File: src/rtl/usb_pkg.sv
// Shared USB constants for the EP0 descriptor reader: request codes,
// descriptor type codes and the reader state encoding.
package usb_pkg;

   localparam logic [7:0] BMREQ_STD_DEV_IN   = 8'h80;
   localparam logic [7:0] REQ_GET_DESCRIPTOR = 8'h06;

   localparam logic [7:0] DESC_DEVICE = 8'h01;
   localparam logic [7:0] DESC_CONFIG = 8'h02;
   localparam logic [7:0] DESC_STRING = 8'h03;
   localparam logic [7:0] DESC_QUAL   = 8'h06;
   localparam logic [7:0] DESC_OSCFG  = 8'h07;
   localparam logic [7:0] DESC_BOS    = 8'h0F;

   localparam logic [15:0] STRLANG_LEN = 16'd4;

   typedef enum logic [2:0] {
      ST_IDLE     = 3'd0,
      ST_DECODE   = 3'd1,
      ST_WAIT_REQ = 3'd2,
      ST_SEND     = 3'd3,
      ST_DONE     = 3'd4,
      ST_STALL    = 3'd5
   } state_t;

   function automatic logic [15:0] min16(input logic [15:0] a, input logic [15:0] b);
      return (a < b) ? a : b;
   endfunction

endpackage

File: src/rtl/usb_desc_reader.sv
// EP0 GET_DESCRIPTOR responder: decodes the setup packet, picks a descriptor
// from the ROM map and streams it out in MAXPKT-sized IN packets.
module usb_desc_reader
   import usb_pkg::*;
#(
   parameter int MAXPKT    = 64,
   parameter int HSSUPPORT = 1
) (
   input  logic        CLK,
   input  logic        RESET,
   input  logic        i_setup_valid,
   input  logic [7:0]  i_bmreqtype,
   input  logic [7:0]  i_breq,
   input  logic [15:0] i_wvalue,
   input  logic [15:0] i_wlength,
   input  logic        i_highspeed,
   input  logic [15:0] i_desc_dev_addr,
   input  logic [15:0] i_desc_dev_len,
   input  logic [15:0] i_desc_qual_addr,
   input  logic [15:0] i_desc_qual_len,
   input  logic [15:0] i_desc_fscfg_addr,
   input  logic [15:0] i_desc_fscfg_len,
   input  logic [15:0] i_desc_hscfg_addr,
   input  logic [15:0] i_desc_hscfg_len,
   input  logic [15:0] i_desc_oscfg_addr,
   input  logic [15:0] i_desc_strlang_addr,
   input  logic [15:0] i_desc_strvendor_addr,
   input  logic [15:0] i_desc_strvendor_len,
   input  logic [15:0] i_desc_strproduct_addr,
   input  logic [15:0] i_desc_strproduct_len,
   input  logic [15:0] i_desc_strserial_addr,
   input  logic [15:0] i_desc_strserial_len,
   input  logic [15:0] i_desc_bos_addr,
   input  logic [15:0] i_desc_bos_len,
   input  logic        i_descrom_have_strings,
   output logic [15:0] o_descrom_raddr,
   input  logic [7:0]  i_descrom_rdat,
   input  logic        i_pkt_req,
   input  logic        i_pkt_retry,
   output logic [7:0]  o_tx_data,
   output logic        o_tx_valid,
   input  logic        i_tx_ready,
   output logic        o_tx_last,
   output logic        o_zlp,
   output logic        o_stall,
   output logic        o_ignore,
   output logic        o_busy,
   output state_t      o_dbg_state
);

   // Byte stream: a byte moves on every cycle where o_tx_valid & i_tx_ready;
   // while valid is high and ready low, data/last hold (ptr does not move).

   localparam logic [15:0] MAXPKT16 = 16'(MAXPKT);
   localparam logic [6:0]  LAST_CNT = 7'(MAXPKT - 1);
   localparam bit          HS_EN    = (HSSUPPORT != 0);

   state_t      state;
   logic [7:0]  bmreq_q;
   logic [7:0]  breq_q;
   logic [15:0] wvalue_q;
   logic [15:0] wlength_q;
   logic [15:0] ptr;
   logic [15:0] remaining;
   logic [15:0] pkt_start;
   logic [15:0] pkt_rem;
   logic [6:0]  pkt_cnt;
   logic        need_zlp;
   logic        tx_valid_q;
   logic        zlp_q;
   logic        stall_q;
   logic        ignore_q;
   logic        busy_q;

   logic        req_ok;
   logic        desc_ok;
   logic [15:0] sel_addr;
   logic [15:0] sel_len;
   logic [15:0] xfer_len;
   logic        zlp_needed;
   logic        pkt_last;
   logic        beat;
   logic [7:0]  desc_type;
   logic [7:0]  desc_idx;

   assign desc_type = wvalue_q[15:8];
   assign desc_idx  = wvalue_q[7:0];
   assign req_ok    = (bmreq_q == BMREQ_STD_DEV_IN) && (breq_q == REQ_GET_DESCRIPTOR);

   // Descriptor map; the speed-dependent entries follow the live link speed.
   always_comb begin
      desc_ok  = 1'b0;
      sel_addr = 16'd0;
      sel_len  = 16'd0;
      case (desc_type)
         DESC_DEVICE: begin
            desc_ok  = 1'b1;
            sel_addr = i_desc_dev_addr;
            sel_len  = i_desc_dev_len;
         end
         DESC_CONFIG: begin
            desc_ok  = (desc_idx == 8'd0);
            sel_addr = i_highspeed ? i_desc_hscfg_addr : i_desc_fscfg_addr;
            sel_len  = i_highspeed ? i_desc_hscfg_len  : i_desc_fscfg_len;
         end
         DESC_STRING: begin
            desc_ok = i_descrom_have_strings && (desc_idx <= 8'd3);
            case (desc_idx)
               8'd0: begin
                  sel_addr = i_desc_strlang_addr;
                  sel_len  = STRLANG_LEN;
               end
               8'd1: begin
                  sel_addr = i_desc_strvendor_addr;
                  sel_len  = i_desc_strvendor_len;
               end
               8'd2: begin
                  sel_addr = i_desc_strproduct_addr;
                  sel_len  = i_desc_strproduct_len;
               end
               8'd3: begin
                  sel_addr = i_desc_strserial_addr;
                  sel_len  = i_desc_strserial_len;
               end
               default: begin
                  sel_addr = 16'd0;
                  sel_len  = 16'd0;
               end
            endcase
         end
         DESC_QUAL: begin
            desc_ok  = HS_EN;
            sel_addr = i_desc_qual_addr;
            sel_len  = i_desc_qual_len;
         end
         DESC_OSCFG: begin
            // Other-speed config describes the speed we are NOT running at.
            desc_ok  = HS_EN && (desc_idx == 8'd0);
            sel_addr = i_desc_oscfg_addr;
            sel_len  = i_highspeed ? i_desc_fscfg_len : i_desc_hscfg_len;
         end
         DESC_BOS: begin
            desc_ok  = 1'b1;
            sel_addr = i_desc_bos_addr;
            sel_len  = i_desc_bos_len;
         end
         default: begin
            desc_ok  = 1'b0;
            sel_addr = 16'd0;
            sel_len  = 16'd0;
         end
      endcase
   end

   assign xfer_len   = min16(wlength_q, sel_len);
   assign zlp_needed = ((xfer_len % MAXPKT16) == 16'd0) && (wlength_q > sel_len);
   assign pkt_last   = (pkt_cnt == LAST_CNT) || (remaining == 16'd1);
   assign beat       = tx_valid_q & i_tx_ready;

   always_ff @(posedge CLK) begin
      if (RESET) begin
         state      <= ST_IDLE;
         bmreq_q    <= 8'd0;
         breq_q     <= 8'd0;
         wvalue_q   <= 16'd0;
         wlength_q  <= 16'd0;
         ptr        <= 16'd0;
         remaining  <= 16'd0;
         pkt_start  <= 16'd0;
         pkt_rem    <= 16'd0;
         pkt_cnt    <= 7'd0;
         need_zlp   <= 1'b0;
         tx_valid_q <= 1'b0;
         zlp_q      <= 1'b0;
         stall_q    <= 1'b0;
         ignore_q   <= 1'b0;
         busy_q     <= 1'b0;
      end else begin
         zlp_q    <= 1'b0;
         ignore_q <= 1'b0;
         if (i_setup_valid) begin
            // A new setup always wins and silently drops any packet in flight.
            bmreq_q    <= i_bmreqtype;
            breq_q     <= i_breq;
            wvalue_q   <= i_wvalue;
            wlength_q  <= i_wlength;
            stall_q    <= 1'b0;
            tx_valid_q <= 1'b0;
            busy_q     <= 1'b1;
            state      <= ST_DECODE;
         end else begin
            case (state)
               ST_IDLE: begin
                  busy_q <= 1'b0;
               end
               ST_DECODE: begin
                  if (!req_ok) begin
                     ignore_q <= 1'b1;
                     busy_q   <= 1'b0;
                     state    <= ST_IDLE;
                  end else if (!desc_ok) begin
                     stall_q <= 1'b1;
                     busy_q  <= 1'b0;
                     state   <= ST_STALL;
                  end else begin
                     ptr       <= sel_addr;
                     remaining <= xfer_len;
                     need_zlp  <= zlp_needed;
                     pkt_cnt   <= 7'd0;
                     state     <= ST_WAIT_REQ;
                  end
               end
               ST_WAIT_REQ: begin
                  if (i_pkt_retry) begin
                     ptr       <= pkt_start;
                     remaining <= pkt_rem;
                  end else if (i_pkt_req) begin
                     pkt_start <= ptr;
                     pkt_rem   <= remaining;
                     pkt_cnt   <= 7'd0;
                     if (remaining != 16'd0) begin
                        tx_valid_q <= 1'b1;
                        state      <= ST_SEND;
                     end else begin
                        zlp_q    <= 1'b1;
                        need_zlp <= 1'b0;
                        busy_q   <= 1'b0;
                        state    <= ST_DONE;
                     end
                  end
               end
               ST_SEND: begin
                  if (beat) begin
                     ptr       <= ptr + 16'd1;
                     remaining <= remaining - 16'd1;
                     pkt_cnt   <= pkt_cnt + 7'd1;
                     if (pkt_last) begin
                        tx_valid_q <= 1'b0;
                        if ((remaining != 16'd1) || need_zlp) begin
                           state <= ST_WAIT_REQ;
                        end else begin
                           busy_q <= 1'b0;
                           state  <= ST_DONE;
                        end
                     end
                  end
               end
               ST_DONE: begin
                  if (i_pkt_retry) begin
                     ptr       <= pkt_start;
                     remaining <= pkt_rem;
                     busy_q    <= 1'b1;
                     state     <= ST_WAIT_REQ;
                  end else begin
                     busy_q <= 1'b0;
                     state  <= ST_IDLE;
                  end
               end
               ST_STALL: begin
                  stall_q <= 1'b1;
               end
               default: begin
                  state <= ST_IDLE;
               end
            endcase
         end
      end
   end

   assign o_descrom_raddr = ptr;
   assign o_tx_data       = i_descrom_rdat;
   assign o_tx_valid      = tx_valid_q;
   assign o_tx_last       = tx_valid_q & pkt_last;
   assign o_zlp           = zlp_q;
   assign o_stall         = stall_q;
   assign o_ignore        = ignore_q;
   assign o_busy          = busy_q;
   assign o_dbg_state     = state;

endmodule
File: config.mk
export PLATFORM = sky130hd
export DESIGN_NAME = usb_desc_reader
export DESIGN_NICKNAME = d
export VERILOG_FILES = /design/src/rtl/usb_pkg.sv /design/src/rtl/usb_desc_reader.sv
export SDC_FILE = /design/constraint.sdc
export NUM_CORES = 1
export LEC_CHECK = 0
export BUFFER_PORTS_ARGS = -buffer_cell sky130_fd_sc_hd__buf_2
export CORE_ASPECT_RATIO = 1.2
export CORE_MARGIN = 4
export CORE_UTILIZATION = 45
export CTS_CLUSTER_DIAMETER = 30
export DETAILED_ROUTE_END_ITERATION = 7
export PLACE_DENSITY = 0.79
export SYNTH_ARGS = -nofsm -noshare
export SYNTH_HDL_FRONTEND = slang
export SYNTH_SLANG_ARGS = --single-unit
File: constraint.sdc
create_clock -name CLK -period 6.2 [get_ports CLK]
set_clock_uncertainty 0.15 [all_clocks]
set_input_delay 0.62 -clock CLK [delete_from_list [all_inputs] [get_ports CLK]]
set_output_delay 0.62 -clock CLK [all_outputs]
set_load 0.05 [all_outputs]
### After elaboration in Yosys (flattened, before gate mapping)

Index checks and enable logic that the tools add are counted.

* bitwise operators: 8
* equality and inequality tests: 37
* reductions and logical operators: 31
* order comparisons: 3
* add/sub/neg operators: 3
* muxes and demuxes: 61

Operators with widths (count)
* $mux 16: 12
* $pmux 16 s6: 2
* $pmux 16 s4: 2
* $pmux 16 s3: 2
* $mux 7: 5
* $eq 8x2->1 const B: 4
* $eq 8x3->1 const B: 3
* $mux 3: 8
* $mux 1: 22
* $pmux 7 s3: 1
* $ne 2x2->1 const B: 9
* $ne 3x3->1 const B: 6
* $add 16x1->16 const B: 1
* $eq 16x1->1 const B: 1
* $eq 8x1->1 const B: 2
* $gt 16x16->1: 1
* $logic_not 16->1: 1
* $lt 16x16->1: 1
* $ne 16x1->1 const B: 1
* $reduce_bool 16->1: 1
* $sub 16x1->16 const B: 1
* $pmux 3 s5: 1
* $reduce_and 7->1: 2
* $reduce_and 6->1: 2
* other kinds (30): 52

* register bits after elaboration: 128
* logic and storage cells: 160
* input bits: 352

### Longest topological paths before layout

* depth in word-level cells: 10
* depth in mapped cells: 17

### Least setup slack after synthesis

No wires, ideal clock.

* path type: input to register
* from: input port i_highspeed
* to: register remaining[10]
* setup time: 132 ps
* arrival time: 3803 ps
* stages on the path: 15
* slack: 2115 ps
* path through: buf_2 -> inv_1 -> clkbuf_1 -> a221oi_1 -> nor2_1 -> a2111oi_0 -> ha_1 -> a41oi_1 -> o21ai_0 -> a221o_1 -> nor3_2 -> buf_2 -> nor3_1 -> a2111oi_0 -> nor3_1

* cells in the longest elaborated chain, start to end: 7
* elaborated cells between the ends (all ways): 8
* those cells by class: order compare (1); mux (7)

RTL lines
* start: declaration: RTL line usb_desc_reader.sv:16 `input logic i_highspeed,`
* $mux 16 (on tied branches): RTL line usb_desc_reader.sv:140, usb_desc_reader.sv:104
* $pmux 16 s6 *: RTL line usb_desc_reader.sv:95 `case (desc_type)`
* $lt 16x16->1: RTL line usb_pkg.sv:27 `return (a < b) ? a : b;`
* $mux 16 *: RTL line usb_pkg.sv:27
* $mux 16 *: RTL line usb_desc_reader.sv:201 `end else if (!desc_ok) begin`
* $mux 16 *: RTL line usb_desc_reader.sv:197 `if (!req_ok) begin`
* $pmux 16 s3 *: RTL line usb_desc_reader.sv:192 `case (state)`
* end signal: assignment: RTL line usb_desc_reader.sv:207 `remaining <= xfer_len;`
* end signal: assignment: RTL line usb_desc_reader.sv:216 `remaining <= pkt_rem;`
* end signal: assignment: RTL line usb_desc_reader.sv:235 `remaining <= remaining - 16'd1;`
* end: declaration: RTL line usb_desc_reader.sv:64 `logic [15:0] remaining;`

Mark *: on every way between the ends. The rest lies on a longest branch, timed or not. The select of a mux whose other input is x is not followed.
A chain may end at the register's enable or synchronous reset.

### Worst setup path in the final report

* from: register wvalue_q[10]
* to: register remaining[3]

* cells in the longest elaborated chain, start to end: 7
* elaborated cells between the ends (all ways): 17
* those cells by class: order compare (1); eq/ne (7); mux (6); reduce/logical (3)

RTL lines
* start: declaration: RTL line usb_desc_reader.sv:61 `logic [15:0] wvalue_q;`
* start signal: assignment: RTL line usb_desc_reader.sv:185 `wvalue_q <= i_wvalue;`
* $eq 8x4->1 (tied with other cells): RTL line usb_desc_reader.sv:95
* $pmux 16 s6: RTL line usb_desc_reader.sv:95
* $lt 16x16->1: RTL line usb_pkg.sv:27
* $mux 16: RTL line usb_pkg.sv:27
* $mux 16: RTL line usb_desc_reader.sv:201
* $mux 16: RTL line usb_desc_reader.sv:197
* $pmux 16 s3: RTL line usb_desc_reader.sv:192

Parallel ways exist; a longest one is shown, timed or not. The select of a mux whose other input is x is not followed.

==> impl_metrics.py <==
metrics = {
    "cts": {
        "cts_tree": "yes",
        "clockBufferDepth": 2,
        "cts_num_sinks": 128,
        "hold_buffers": 0,
        "cts_resized": 0,
        "post_cts_buffers": 0,
        "numCtsBuffers": 17,
        "cts_root_buffer": "clkbuf_16",
        "clock_latency_ns": 0.43,
        "htree_levels": 4,
        "path_clk_slew_ns": 0.06,
    },
    "job": {
        "cap_violations": 0,
    },
    "timing": {
        "rsz0062_at_grt": "false",
        "tightest_slew_ns": 1.19,
        "max_slew_margin_pct": 21.0,
        "setup_viol": 0,
        "hold_viol_final": 0,
        "final.min_clock_period_ns": 5.45,
        "fin_setup_tns_ns": 0,
        "fin_crit_sh_pct": 88.0,
        "maxSlewViolCount": 0,
        "fmax_ghz": 0.183,
    },
    "status": {
        "status": "finished clean",
    },
    "synth": {
        "synth.area.mux_share_pct": 14.5,
        "synth_area_um2": 9310,
        "synthCells": 1112,
        "synth_compound_area_share_pct": 26.4,
        "ys.flop_type": "dfxtp_1",
        "ys_ff_latch": 128,
        "async_reset_ff_share_pct": 0,
        "syn_area_per_cell_um2": 8.37,
        "synth_top_family_by_area": "compound AO/OA/AOI/OAI gates",
        "synth-simple-area-share_pct": 20.2,
        "synth_edf_count": 0,
        "ys_warn_count": 0,
        "synth_xor_area_share_pct": 2.26,
        "ys_seq_area_share_pct": 27.5,
        "synth_cell_types": 85,
        "synth_fp_nets": 1484,
        "synth_fa_ha_area_share_pct": 2.69,
    },
    "route": {
        "wl_per_cell_um": 21.0,
        "top_layer": "met4",
        "wl_met3_um": 3710,
        "initialDrtViolationCount": 1186,
        "drt-total-wl_um": 35400,
        "wl_met2_um": 16800,
        "vias_per_cell": 6.12,
        "vias": 10300,
        "drcViolationCount": 0,
        "dr.pass1.iters": 6,
        "routedLengthMet1_um": 14100,
        "ant_nets": 0,
    },
    "floorplan": {
        "die_area_um2": 23100,
        "die_x_um": 139,
        "initial_utilization_pct": 45.8,
        "die_y_um": 166,
        "fp-row-count": 57,
        "boundaryPins": 385,
        "coreArea_um2": 20300,
    },
    "global_route": {
        "grt_antenna_before_repair": 3,
        "grt_pass1_wl_um": 51800,
        "grt_max_degree": 65,
        "grt_overflow": 0,
        "gr-usage-all-layers_pct": 28.2,
        "grt_pass1_vias": 9416,
    },
    "placement": {
        "port-buffer-count": 368,
        "hpwlAfterDp_um": 27200,
        "gp_congestion": 0.949,
    },
    "cells_and_area": {
        "multi_input_area_um2": 6160,
        "syn_to_final_growth_pct": 25.3,
        "fillers": 1845,
        "final_common_cell": "buf_2",
        "drive_above_1_share_pct": 35.7,
        "nNetsFinal": 1774,
        "layout_common_cells": "367 x buf_2, 126 x dfxtp_1, 115 x nor2_1",
        "layout.area.seq_um2": 2560,
    },
    "setup_path": {
        "path_max_fanout": 22,
        "start_kind": "flop",
        "crit_type": "reg2reg",
        "end_kind": "flop",
        "cp.arrival_ns": 5.67,
        "worstRegToRegCells": 14,
        "required_ns": 6.41,
    },
    "pwr": {
        "leakagePower_nw": 4.87,
        "irDropWorstVdd_v": 0.000181,
        "cellPowerDensity_nw_per_um2": 207,
        "power_mw": 2.41,
    },
    "hold_path": {
        "holdPathStages": 3,
        "hold_class": "in2reg",
    },
}
[critical path, stage by stage, from the launching register on]
cell and delay, ns:
dfxtp_1 0.71, nor4b_4 0.25, and2_1 0.46, a221oi_1 0.33, nor2_1 0.07, a2111oi_0 0.85
ha_1 0.41, a41oi_1 0.21, o21ai_0 0.13, a221o_1 0.40, nor3_2 0.49, buf_4 0.27
mux2_2 0.35, o211ai_2 0.13, o211a_1 0.16
[where the power goes]
| group | switching (mW) | internal [mW] | leakage, nW |
|---|---|---|---|
| clock | 0.418 | 0.576 | 0.282 |
| combinational | 0.280 | 0.241 | 3.54 |
| sequential | 0.0438 | 0.851 | 1.04 |
[routing by layer]
metal	up-vias	global-route usage, %
met5	-	0
met4	0	8.01
met3	48	7.78
met2	571	46.0
met1	4896	36.9
li1	4792	-
[worst paths after layout]
path,start,end,slack (ns)
worst max-delay path,wvalue_q[10],remaining[3],0.75
worst min-delay path,i_breq[3],breq_q[3],0.27
worst max register to register,wvalue_q[10],remaining[3],0.75
worst min register to register,pkt_start[13],pkt_start[13],0.30
[through the flow]
| stage | instances | instance area, um2 | hold slack (ns) | utilization (%) | setup slack [ns] |
|---|---|---|---|---|---|
| final | 1683 | 11700 | 0.274 | 57.4 | 0.745 |
| after detailed placement | 1648 | 11100 | 0.296 | 54.5 | 0.878 |
| after CTS | 1680 | 11700 | 0.267 | 57.3 | 0.845 |
| after floorplan | 1112 | 9310 | 0.282 | - | 2.12 |
| after global placement | 1648 | 11100 | 0.288 | 54.5 | 1.21 |
| after global routing | 1681 | 11700 | 0.287 | 57.4 | 0.489 |
[Yosys cell counts, drive strengths merged (17+ instances only)]
| master | count | area share (%) |
|---|---|---|
| a211oi | 26 | 2.5 |
| a21oi | 78 | 4.2 |
| a221o | 19 | 2.1 |
| a222oi | 27 | 2.9 |
| a22o | 17 | 1.6 |
| a22oi | 29 | 2.3 |
| buf | 54 | 3.4 |
| clkbuf | 55 | 2.2 |
| dfxtp | 128 | 28 |
| ha | 20 | 2.7 |
| inv | 21 | 0.85 |
| mux2 | 35 | 4.2 |
| mux2i | 59 | 6.3 |
| nand2 | 111 | 4.5 |
| nor2 | 117 | 4.7 |
| nor2b | 26 | 1.7 |
| nor3 | 28 | 1.7 |
| o21ai | 29 | 1.6 |
[logic make-up after synthesis]
kind of cell / after synthesis
AOI/OAI and AO/OA: 324
xor gates and xnor gates: 24
adders and majority gates: 20
buffers and inverters: 130
DFF: 128
muxes: 110
and+or+nand+nor: 376
[state kept, by name (all words and copies together), names as in the netlist]
name and count:
wvalue_q 16, o_ignore 1, o_stall 1, o_tx_valid 1
o_busy 1, o_descrom_raddr 16, pkt_start 16, remaining 16
wlength_q 16, pkt_rem 16, o_dbg_state 3, need_zlp 1
pkt_cnt 7, breq_q 8, bmreq_q 8, o_zlp 1
[cell type report]
cell class | instances | area share (%)
repair buffers | 380 | 16.6
flip-flops and latches | 128 | 22.0
clock buffers | 18 | 3.77
multi-input cells | 854 | 52.8
inverters | 21 | 0.676
diodes | 3 | 0.0644
well taps | 265 | 2.84
clock inverters | 14 | 1.26
No activity file was read; power rests on OpenSTA's default activity.
